File: src/rtl/sccb_writer_pkg.sv
// Shared definitions for the SCCB write master: FSM encodings, counter limits
// and the pin decode used to register scl/sda for each bus quarter.
package sccb_writer_pkg;

  localparam logic [1:0] ST_IDLE  = 2'd0;
  localparam logic [1:0] ST_START = 2'd1;
  localparam logic [1:0] ST_BITS  = 2'd2;
  localparam logic [1:0] ST_STOP  = 2'd3;

  localparam int START_Q = 2;
  localparam int STOP_Q  = 3;

  localparam logic [1:0] LAST_PHASE     = 2'd2;
  localparam logic [3:0] ACK_BIT        = 4'd8;
  localparam logic [1:0] LAST_QTR       = 2'd3;
  localparam logic [1:0] ACK_SAMPLE_QTR = 2'd2;

  localparam logic [7:0] DEV_ADDR_DEFAULT = 8'h42;

  typedef struct packed {
    logic scl;
    logic sda;
    logic oe;
  } pins_t;

  localparam pins_t PINS_IDLE = '{scl: 1'b1, sda: 1'b1, oe: 1'b0};

  // Pin levels for one quarter; SDA only moves while SCL is low except the START/STOP edges
  function automatic pins_t pinsFor(input logic [1:0] state, input logic [1:0] qtr,
                                    input logic [3:0] bitIdx, input logic txBit);
    pins_t p;
    p = PINS_IDLE;
    case (state)
      ST_START: begin
        p.scl = (qtr == 2'd0);
        p.sda = 1'b0;
        p.oe  = 1'b1;
      end
      ST_BITS: begin
        p.scl = (qtr == 2'd1) || (qtr == 2'd2);
        p.sda = txBit;
        p.oe  = (bitIdx != ACK_BIT);
      end
      ST_STOP: begin
        p.scl = (qtr != 2'd0);
        p.sda = (qtr == 2'(STOP_Q - 1));
        p.oe  = 1'b1;
      end
      default: p = PINS_IDLE;
    endcase
    return p;
  endfunction

endpackage

File: src/rtl/sccb_writer_tick_gen.sv
// Quarter-period timebase: counts 0..CLK_DIV-1 while enabled and flags the
// last count of each SCL quarter.
module sccb_tick_gen #(
  parameter int CLK_DIV = 60
) (
  input  logic clk,
  input  logic rst,
  input  logic clr,
  input  logic en,
  output logic tick
);

  localparam int CW = (CLK_DIV > 1) ? $clog2(CLK_DIV) : 1;
  localparam logic [CW-1:0] LAST = CW'(CLK_DIV - 1);

  logic [CW-1:0] count_q, count_d;

  always_comb begin
    count_d = count_q;
    if (clr) begin
      count_d = '0;
    end else if (en) begin
      count_d = (count_q == LAST) ? '0 : count_q + 1'b1;
    end
  end

  always_ff @(posedge clk or posedge rst) begin
    if (rst) begin
      count_q <= '0;
    end else begin
      count_q <= count_d;
    end
  end

  assign tick = en && (count_q == LAST);

endmodule

File: src/rtl/sccb_writer.sv
// SCCB write master: sends {DEV_ADDR, reg_addr, reg_data} as three 9-bit phases
// framed by START/STOP and reports whether any 9th-bit sample read high.
module sccb_writer
  import sccb_writer_pkg::*;
#(
  parameter int          CLK_DIV  = 60,
  parameter logic [7:0]  DEV_ADDR = DEV_ADDR_DEFAULT
) (
  input  logic       clk,
  input  logic       rst,
  input  logic       start,
  input  logic [7:0] reg_addr,
  input  logic [7:0] reg_data,
  output logic       busy,
  output logic       done,
  output logic       ack_err,
  output logic       scl,
  output logic       sda_o,
  output logic       sda_oe,
  input  logic       sda_i
);

  logic [1:0]  state_q, state_d;
  logic [1:0]  phase_q, phase_d;
  logic [3:0]  bitIdx_q, bitIdx_d;
  logic [1:0]  qtr_q, qtr_d;
  logic [26:0] shift_q, shift_d;
  logic        ackAcc_q, ackAcc_d;
  logic        busy_q, busy_d;
  logic        done_q, done_d;
  logic        ackErr_q, ackErr_d;
  pins_t       pins_q, pins_d;
  logic        accept;
  logic        tick;

  assign accept = start && !busy_q;

  sccb_tick_gen #(.CLK_DIV(CLK_DIV)) u_tick (
    .clk  (clk),
    .rst  (rst),
    .clr  (accept),
    .en   (busy_q),
    .tick (tick)
  );

  always_comb begin
    state_d  = state_q;
    phase_d  = phase_q;
    bitIdx_d = bitIdx_q;
    qtr_d    = qtr_q;
    shift_d  = shift_q;
    ackAcc_d = ackAcc_q;
    busy_d   = busy_q;
    done_d   = 1'b0;
    ackErr_d = ackErr_q;
    case (state_q)
      ST_IDLE: begin
        if (accept) begin
          state_d  = ST_START;
          phase_d  = 2'd0;
          bitIdx_d = 4'd0;
          qtr_d    = 2'd0;
          // Each 9th slot holds a 1 so the released line shifts out naturally
          shift_d  = {DEV_ADDR, 1'b1, reg_addr, 1'b1, reg_data, 1'b1};
          ackAcc_d = 1'b0;
          busy_d   = 1'b1;
        end
      end
      ST_START: begin
        if (tick) begin
          if (qtr_q == 2'(START_Q - 1)) begin
            state_d = ST_BITS;
            qtr_d   = 2'd0;
          end else begin
            qtr_d = qtr_q + 2'd1;
          end
        end
      end
      ST_BITS: begin
        if (tick) begin
          qtr_d = qtr_q + 2'd1;
          if ((bitIdx_q == ACK_BIT) && (qtr_q == ACK_SAMPLE_QTR)) begin
            ackAcc_d = ackAcc_q | sda_i;
          end
          if (qtr_q == LAST_QTR) begin
            shift_d = {shift_q[25:0], 1'b1};
            if (bitIdx_q == ACK_BIT) begin
              bitIdx_d = 4'd0;
              if (phase_q == LAST_PHASE) begin
                state_d = ST_STOP;
              end else begin
                phase_d = phase_q + 2'd1;
              end
            end else begin
              bitIdx_d = bitIdx_q + 4'd1;
            end
          end
        end
      end
      ST_STOP: begin
        if (tick) begin
          if (qtr_q == 2'(STOP_Q - 1)) begin
            state_d  = ST_IDLE;
            qtr_d    = 2'd0;
            busy_d   = 1'b0;
            done_d   = 1'b1;
            ackErr_d = ackAcc_q;
          end else begin
            qtr_d = qtr_q + 2'd1;
          end
        end
      end
      default: state_d = ST_IDLE;
    endcase
    // Pins are registered from the next state so they change glitch-free with the quarter
    pins_d = pinsFor(state_d, qtr_d, bitIdx_d, shift_d[26]);
  end

  always_ff @(posedge clk or posedge rst) begin
    if (rst) begin
      state_q  <= ST_IDLE;
      phase_q  <= 2'd0;
      bitIdx_q <= 4'd0;
      qtr_q    <= 2'd0;
      shift_q  <= '1;
      ackAcc_q <= 1'b0;
      busy_q   <= 1'b0;
      done_q   <= 1'b0;
      ackErr_q <= 1'b0;
      pins_q   <= PINS_IDLE;
    end else begin
      state_q  <= state_d;
      phase_q  <= phase_d;
      bitIdx_q <= bitIdx_d;
      qtr_q    <= qtr_d;
      shift_q  <= shift_d;
      ackAcc_q <= ackAcc_d;
      busy_q   <= busy_d;
      done_q   <= done_d;
      ackErr_q <= ackErr_d;
      pins_q   <= pins_d;
    end
  end

  assign busy    = busy_q;
  assign done    = done_q;
  assign ack_err = ackErr_q;
  assign scl     = pins_q.scl;
  assign sda_o   = pins_q.sda;
  assign sda_oe  = pins_q.oe;

endmodule

File: config.mk
export PLATFORM = sky130hd
export DESIGN_NAME = sccb_writer
export DESIGN_NICKNAME = d
export VERILOG_FILES = /design/src/rtl/sccb_writer_pkg.sv /design/src/rtl/sccb_writer_tick_gen.sv /design/src/rtl/sccb_writer.sv
export SDC_FILE = /design/constraint.sdc
export NUM_CORES = 1
export LEC_CHECK = 0
export ABC_CLOCK_PERIOD_IN_PS = 6400
export CORE_MARGIN = 1
export CORE_UTILIZATION = 50
export CTS_BUF_LIST = sky130_fd_sc_hd__clkbuf_4 sky130_fd_sc_hd__clkbuf_8
export CTS_CLUSTER_SIZE = 25
export DETAILED_ROUTE_END_ITERATION = 8
export DONT_BUFFER_PORTS = 1
export REMOVE_ABC_BUFFERS = 1
export SYNTH_ARGS = -nofsm -noshare
export SYNTH_HDL_FRONTEND = slang
export SYNTH_HIERARCHICAL = 1
export SYNTH_SLANG_ARGS = --single-unit
File: constraint.sdc
create_clock -name clk -period 6.4 [get_ports clk]
set_clock_uncertainty 0.1 [all_clocks]
set_input_delay 0.64 -clock clk [delete_from_list [all_inputs] [get_ports clk]]
set_output_delay 0.64 -clock clk [all_outputs]
set_load 0.1 [all_outputs]
### Yosys cells after proc, flatten, opt, wreduce, memory -nomap -nowiden

Index checks and enable logic that the tools add are counted.

* $add $sub $neg: 4
* equal/unequal tests: 23
* muxes and demuxes: 47
* bitwise gates (word level): 1
* reduce and logical (&&, ||, !) cells: 16

Operators with widths (number)
* $mux W27: 3
* $pmux W27 S2: 1
* $mux W2: 20
* $mux W6: 3
* $eq A2 B2 Y1 const B: 8
* $mux W4: 4
* $ne A2 B2 Y1 const B: 8
* $pmux W2 S4: 2
* $reduce_and A4 Y1: 3
* $mux W1: 9
* $pmux W3 S3: 1
* $eq A2 B1 Y1 const B: 4
* $pmux W4 S2: 1
* $reduce_bool A2 Y1: 4
* $add A6 B1 Y6 const B: 1
* $eq A6 B6 Y1 const B: 1
* $reduce_and A6 Y1: 1
* $add A2 B1 Y2 const B: 2
* $add A4 B1 Y4 const B: 1
* $eq A4 B4 Y1 const B: 1
* $logic_not A2 Y1: 2
* $ne A4 B4 Y1 const B: 1
* $pmux W1 S2: 2
* $pmux W2 S2: 1
* 5 further kinds: 7

* register bits: 50
* input port bits: 20
* output and inout bits: 6
* logic and storage cells: 105

### Logic depth before layout (Yosys ltp)

Gate-level depths: netlist of run 1.

* word-level depth: 8
* mapped depth: 13
* depth with buffers taken out: 12

### Modules after synthesis

Netlist of run 1, hierarchy kept.

By module, submodules not included
* sccb_writer: times used 1, cells each 213, area each 2174.6 um2, sequential area each 1137.3 um2
* sccb_tick_gen: times used 1, cells each 38, area each 359.1 um2, sequential area each 150.1 um2

### Least setup slack after synthesis of run 1

OpenSTA, ideal clock, no wires.

* path type: flip-flop to flip-flop
* from: register busy_q, in the netlist busy
* to: register pins_q (netlist bit sda_o)
* library setup time: 0.082 ns
* data arrival time: 2.648 ns
* data required time: 6.218 ns
* path slack: 3.570 ns
* cell stages (with the launch flop): 13
* buffers on the path: 1
* cells stage by stage: dfrtp_1 nand2_1 nor3b_1 buf_2 inv_1 o21ai_0 a22oi_1 a32oi_1 inv_1 ha_1 inv_1 o21ai_0 o31a_1

RTL lines
* from (decl): RTL line sccb_writer.sv:29 `logic busy_q, busy_d;`
* from (signal assigned): RTL line sccb_writer.sv:138 `busy_q <= busy_d;`
* to (signal assigned): RTL line sccb_writer.sv:141 `pins_q <= pins_d;`
* to (decl): RTL line sccb_writer.sv:32 `pins_t pins_q, pins_d;`

==> flow_metrics.env, run 1 <==
export IMPL_ctsRootBufferMaster="clkbuf_8"
export IMPL_h_tree_depth=2
export IMPL_layout_drive_gt1_share=0.214
export IMPL_clock_path_buffers=2
export IMPL_r2r_end="sda_oe$_DFF_PP0_"
export IMPL_worstRegToRegCells=10
export IMPL_endpoint_kind="flop"
export IMPL_required_ns=6.49
export IMPL_cts_tree="done"
export IMPL_critical_path_class="reg2reg"
export IMPL_cts_hold_fix_buffers=0
export IMPL_netlist_instances=251
export IMPL_fin_nets=283
export IMPL_period_needed_ns=2.64
export IMPL_reg2reg_from="u_tick/count_q[0]$_DFFE_PP0P_"
export IMPL_crit_slowest_cell="dfrtp_1"
export IMPL_worst_pin_slew_ns=0.912
export IMPL_crit_path_frequent_cell="buf_4"
export IMPL_final_hold_viol_count=0
export IMPL_rsz0062_at_grt="no"
export IMPL_peakVddDrop_mv=0.299
export IMPL_final_util=0.560
export IMPL_cts_sinks=50
export IMPL_row_count=25
export IMPL_fmax_mhz=379
export IMPL_async_reset_ff_frac=1.00
export IMPL_power_density_nw_per_um2=329
export IMPL_p_leak_nw=1.22
export IMPL_synth_edff_count=0
export IMPL_grt_max_degree=45
export IMPL_start_util=0.529
export IMPL_start_kind="flop"
export IMPL_drtAntennaViolNets=0
export IMPL_tns_ns=0
export IMPL_diodes=0
export IMPL_syn_avg_cell_area_um2=10.1
export IMPL_period_share=0.413
export IMPL_ys_flop_type="dfstp_2"
export IMPL_max_slew_margin=0.392
export IMPL_ff2ff_setup_slack_ns=3.76
export IMPL_cp_arrival_ns=2.73
export IMPL_antenna_found_initial=0
export IMPL_first_iter_violations=103
export IMPL_status="complete, no violations"
export IMPL_synth_seq_cells=50
export IMPL_grt_pass1_vias=1655
export IMPL_vias=1771
export IMPL_areaGrowthSynthToFinish_pct=5.78
export IMPL_yosys_warnings=6
export IMPL_overflow=0
export IMPL_synth_area_leaders="dfstp_2, dfrtp_1, nand2_1"
export IMPL_crit_chain="ha_1 > nand2_1 > nor3b_1 > buf_4 > and4b_1 > buf_4 > nor2_4 > a21o_1 > nor4b_2 > o21bai_1"
export IMPL_hold_slack_ns=0.0341
export IMPL_setup_viol=0
export IMPL_coreArea_um2=4790
export IMPL_crit_path_max_fanout=33
export IMPL_portBuffers=0
export IMPL_fp_dieArea_um2=5360
export IMPL_die_h_um=73.2
export IMPL_grt_use_total=0.190
export IMPL_synth_cell_types=51
export IMPL_drc=0
export IMPL_cts_setup_buffers=0
export IMPL_slowest_delay_ns=0.39
export IMPL_cts_inserted_buffers=5
export IMPL_routed_wl_um=4590
export IMPL_cts_clk_slew_worst_paths_ns=0.10
export IMPL_insertion_delay_ns=0.31
export IMPL_hpwlAfterDp_um=3010
export IMPL_post_synth_top_count_cell="nand2_1"
export IMPL_post_cts_resized=0
export IMPL_synth_top_area_frac=0.301
export IMPL_viasPerCell=5.55
export IMPL_synth_top_cell_by_area="dfstp_2"
export IMPL_min_path_type="in2async"
export IMPL_first_pass_iters=4
export IMPL_die_width_um=73.2
export IMPL_gp_congestion=0.764
export IMPL_synthTopCellsByCount="nand2_1, dfstp_2, dfrtp_1"
export IMPL_drv_cap=0
export IMPL_grt_pass1_wl_um=7760
export IMPL_wl_per_cell_um=14.4
export IMPL_finalMaxSlewViolations=0
export IMPL_netlist_area_um2=2530
export IMPL_yosysSeqAreaShare=0.508
export IMPL_io_pins=26
## stage by stage
stage	cell area [um^2]	setup slack [ns]	cells	power, mW
floorplan	2470	2.52	239	0.650
global placement	2590	3.78	311	0.692
detailed placement	2590	3.76	311	0.697
CTS	2680	3.73	319	0.891
global route	2680	3.47	319	0.941
finish	2680	3.76	319	0.881
## placed cells by master (no fill, tap or decap), types with 2 or more instances in the layout
cell	count
o22ai_1	2
dfstp_2	29
inv_1	15
nand2b_1	2
a31oi_1	6
nand3_1	5
buf_4	5
nor2_1	5
and3_1	2
mux2i_1	3
o21ba_2	2
o21bai_1	2
o21ai_0	7
a22o_1	7
o21ai_1	2
a31o_2	2
clkbuf_8	5
nand2_1	59
nor3b_1	3
dfrtp_1	21
or3_1	2
a22oi_1	17
ha_1	12
nand4_1	2
a21oi_1	7
## flip-flops by register name (all words and copies together), names as in the netlist
name	count
scl	1
ackAcc_q	1
done	1
qtr_q	2
sda_oe	1
sda_o	1
shift_q	27
state_q	2
busy	1
ack_err	1
bitIdx_q	4
phase_q	2
u_tick/count_q	6
## cell families (layout without fill, tap and decap cells)
| group | count (synthesis) | in the layout | synth area share |
|---|---|---|---|
| and+or+nand+nor | 92 | 92 | 0.184 |
| buffers and inverters | 29 | 30 | 0.0514 |
| adders and majority gates | 12 | 12 | 0.0593 |
| muxes | 5 | 5 | 0.0207 |
| xor gates and xnor gates | 1 | 1 | 0.00346 |
| AOI/OAI and AO/OA | 62 | 62 | 0.173 |
| DFF | 50 | 50 | 0.508 |
## metal layers
metal / track usage / vias up / wire [um]
li1: - / 875 / -
met3: 0.0566 / 5 / 249
met2: 0.282 / 34 / 2050
met5: 0 / - / 0
met1: 0.266 / 857 / 2220
met4: 0.0588 / 0 / 61
## area by class of cell
type | count | area (um^2)
well taps | 67 | 83.8
multi-input cells | 172 | 1120
fillers | 436 | 2110
inverters | 17 | 63.8
clock buffers | 5 | 68.8
clock inverters | 3 | 22.5
flip-flops and latches | 50 | 1290
repair buffers | 5 | 37.5
## report_power, final
| part | total [mW] | switching (mW) | internal, mW |
|---|---|---|---|
| clock network | 0.190 | 0.112 | 0.0787 |
| registers | 0.496 | 0.120 | 0.376 |
| logic | 0.195 | 0.103 | 0.0923 |
| total | 0.881 | 0.334 | 0.547 |
## worst max path at each step
| stage | startpoint | endpoint | slack [ns] |
|---|---|---|---|
| after global placement | u_tick/count_q[0]$_DFFE_PP0P_ | sda_oe$_DFF_PP0_ | 3.78 |
| after floorplan | busy$_DFFE_PP0P_ | sda_oe$_DFF_PP0_ | 2.52 |
| after CTS | u_tick/count_q[0]$_DFFE_PP0P_ | sda_oe$_DFF_PP0_ | 3.73 |
| final | u_tick/count_q[0]$_DFFE_PP0P_ | sda_oe$_DFF_PP0_ | 3.76 |
| after detailed placement | u_tick/count_q[0]$_DFFE_PP0P_ | sda_oe$_DFF_PP0_ | 3.76 |
| after global routing | u_tick/count_q[0]$_DFFE_PP0P_ | sda_oe$_DFF_PP0_ | 3.47 |
## worst max-delay path: cells and delay by family (launching register included)
family,cells,cell delay (ns)
buffers and inverters,2,0.53
flip-flops,1,0.39
adder cells (fa/ha/maj),1,0.21
AND/OR/NAND/NOR,5,0.96
AO/OA/AOI/OAI,2,0.32
Power figures use the tool's default switching activity.
==> inputs of run 2 (changes only) <==
--- a/config.mk
+++ b/config.mk
@@ -5,13 +5,14 @@
 export SDC_FILE = /design/constraint.sdc
 export NUM_CORES = 1
 export LEC_CHECK = 0
-export ABC_CLOCK_PERIOD_IN_PS = 6400
+export ABC_CLOCK_PERIOD_IN_PS = 2280
 export CORE_MARGIN = 1
 export CORE_UTILIZATION = 50
 export CTS_BUF_LIST = sky130_fd_sc_hd__clkbuf_4 sky130_fd_sc_hd__clkbuf_8
 export CTS_CLUSTER_SIZE = 25
 export DETAILED_ROUTE_END_ITERATION = 8
 export DONT_BUFFER_PORTS = 1
+export PLACE_DENSITY = 0.68
 export REMOVE_ABC_BUFFERS = 1
 export SYNTH_ARGS = -nofsm -noshare
 export SYNTH_HDL_FRONTEND = slang
==> constraint.sdc (replaced) <==
create_clock -name clk -period 2.28 [get_ports clk]
set_clock_uncertainty 0.1 [all_clocks]
set_input_delay 0.228 -clock clk [delete_from_list [all_inputs] [get_ports clk]]
set_output_delay 0.228 -clock clk [all_outputs]
set_load 0.1 [all_outputs]
==> run 2 against run 1 <==
  * Global-route usage rose by 1.9 points
  * First-iteration DRC count fell by 9.7%
  * Core utilization rose by 9.0 points
  * Worst setup slack got worse by 3.7 ns
  * Non-clock buffer count rose by 41
  * Register-to-register slack got worse by 3.7 ns
  * Clock-buffer cell count rose by 1
  * Combinational power rose to 4.6 times the previous value
  * Largest cell class unchanged
==> flow_metrics.env, run 2 (synthesis gave the netlist of run 1 again) <==
export IMPL_fillerInstances=416
export IMPL_dp_slack_ns=0.0117
export IMPL_overflow=0
export IMPL_fin_nets=324
export IMPL_peakVddDrop_mv=0.863
export IMPL_layout_commonest_cell="nand2_1"
export IMPL_finalMaxSlewViolations=0
export IMPL_max_slew_margin=0.643
export IMPL_largestRegisters="shift_q (27), u_tick/count_q (6), bitIdx_q (4)"
export IMPL_ctsRootBufferMaster="clkbuf_8"
export IMPL_layout_drive_gt1_share=0.287
export IMPL_critical_path_class="reg2reg"
export IMPL_row_count=25
export IMPL_first_iter_violations=93
export IMPL_p_leak_nw=1.46
export IMPL_largest_reg_flops=27
export IMPL_cts_sinks=50
export IMPL_routed_wl_um=4940
export IMPL_critPathTopFamily="simple AND/OR/NAND/NOR gates"
export IMPL_endpoint_kind="flop"
export IMPL_min_path_type="in2reg"
export IMPL_tns_ns=0
export IMPL_start_util=0.529
export IMPL_slowest_delay_ns=0.38
export IMPL_h_tree_depth=2
export IMPL_hpwlAfterDp_um=3230
export IMPL_drv_cap=0
export IMPL_die_h_um=73.2
export IMPL_cp_buffers_inverters=3
export IMPL_multi_input_area_um2=1160
export IMPL_viasPerCell=5.33
export IMPL_fp_dieArea_um2=5360
export IMPL_grt_max_degree=45
export IMPL_io_pins=26
export IMPL_vias=1920
export IMPL_final_cell_mix="nand2_1, dfstp_2, buf_4, dfrtp_1"
export IMPL_wl_per_cell_um=13.7
export IMPL_status="complete, no violations"
export IMPL_fmax_mhz=459
export IMPL_drc=0
export IMPL_crit_chain="and3_4 > nor3b_2 > buf_4 > and4b_1 > buf_4 > buf_12 > a22o_4 > nor4b_4 > o21bai_1"
export IMPL_period_needed_ns=2.18
export IMPL_start_kind="flop"
export IMPL_die_width_um=73.2
export IMPL_insertion_delay_ns=0.31
export IMPL_antenna_found_initial=0
export IMPL_coreArea_um2=4790
export IMPL_clock_path_buffers=2
export IMPL_worst_pin_slew_ns=0.536
export IMPL_crit_path_frequent_cell="buf_4"
export IMPL_final_hold_viol_count=0
export IMPL_cts_clk_slew_worst_paths_ns=0.08
export IMPL_cp_arrival_ns=2.27
export IMPL_portBuffers=0
export IMPL_setup_slack_ns=0.103
export IMPL_grt_pass1_wl_um=8410
export IMPL_cts_inserted_buffers=5
export IMPL_crit_path_max_fanout=28
export IMPL_gp_congestion=0.796
export IMPL_regArea_um2=1290
export IMPL_power_density_nw_per_um2=913
export IMPL_drtAntennaViolNets=0
export IMPL_grt_pass1_vias=1867
export IMPL_setup_viol=0
export IMPL_rsz0062_at_grt="yes"
export IMPL_areaGrowthSynthToFinish_pct=22.9
export IMPL_cts_tree="done"
export IMPL_required_ns=2.37
export IMPL_period_share=0.955
export IMPL_diodes=0
export IMPL_crit_slowest_cell="dfrtp_1"
export IMPL_grt_use_total=0.209
export IMPL_top_register="shift_q"
export IMPL_first_pass_iters=4
## run 2: cell types whose count changed in the layout (fill, tap and decap cells not counted), sizes merged
cell,before,now
buf,5,29
bufinv,0,1
clkbuf,5,6
clkinvlp,1,0
dlygate4sd3,0,17
inv,18,17
## run 2: layer usage
metal / wire length [um] / share of wire / global-route usage
met3: 172 / 0.035 / 0.0470
met5: 0 / 0 / 0
met2: 2290 / 0.46 / 0.327
met1: 2390 / 0.48 / 0.283
met4: 82 / 0.017 / 0.0806
## run 2: final timing paths
check,to,cells after the start,from,slack (ns)
worst min register to register,shift_q[4]$_DFFE_PP1P_,2,shift_q[4]$_DFFE_PP1P_,0.36
min in group asynchronous,u_tick/count_q[1]$_DFFE_PP0P_,2,rst,0.23
worst max register to register,sda_oe$_DFF_PP0_,9,u_tick/count_q[3]$_DFFE_PP0P_,0.10
max in group asynchronous,scl$_DFF_PP1_,3,rst,1.26
worst min-delay path,busy$_DFFE_PP0P_,2,start,0.11
worst max-delay path,sda_oe$_DFF_PP0_,9,u_tick/count_q[3]$_DFFE_PP0P_,0.10
## run 2: worst reg2reg max path, delay by kind of cell, from the launching register on
kind,cells,cell delay [ns]
compound gates,2,0.35
flops,1,0.38
simple gates,4,0.77
buf+inv,3,0.47
## run 2: area by class of cell
cell class | count | area share
clock inverters | 2 | 0.0125
well taps | 67 | 0.0269
inverters | 17 | 0.0205
repair buffers | 46 | 0.129
clock buffers | 6 | 0.0265
flip-flops and latches | 50 | 0.414
multi-input cells | 172 | 0.371
## run 2: through the flow
step	util	instances	cell area [um^2]	power, mW	hold slack (ns)
after global placement	0.576	332	2760	2.11	-0.0525
after detailed placement	0.576	332	2760	2.13	-0.0495
final	0.650	360	3110	2.84	0.112
after floorplan	-	239	2470	1.82	-0.0810
after CTS	0.639	358	3060	2.82	0.101
after global routing	0.650	360	3110	3.01	0.106
## run 2: where the power goes
part / switching (mW) / internal [mW]
sequential: 0.235 / 1.06
clock: 0.296 / 0.361
combinational: 0.455 / 0.437
total: 0.986 / 1.86
## run 2: timing repair
action                                  CTS  global route
hold buffers                             17             0
setup buffers                             1             2
pin swaps                                 1             4
gates resized for setup                   0             8
endpoints found under the setup margin    1             4
endpoints found under the hold margin    37             0
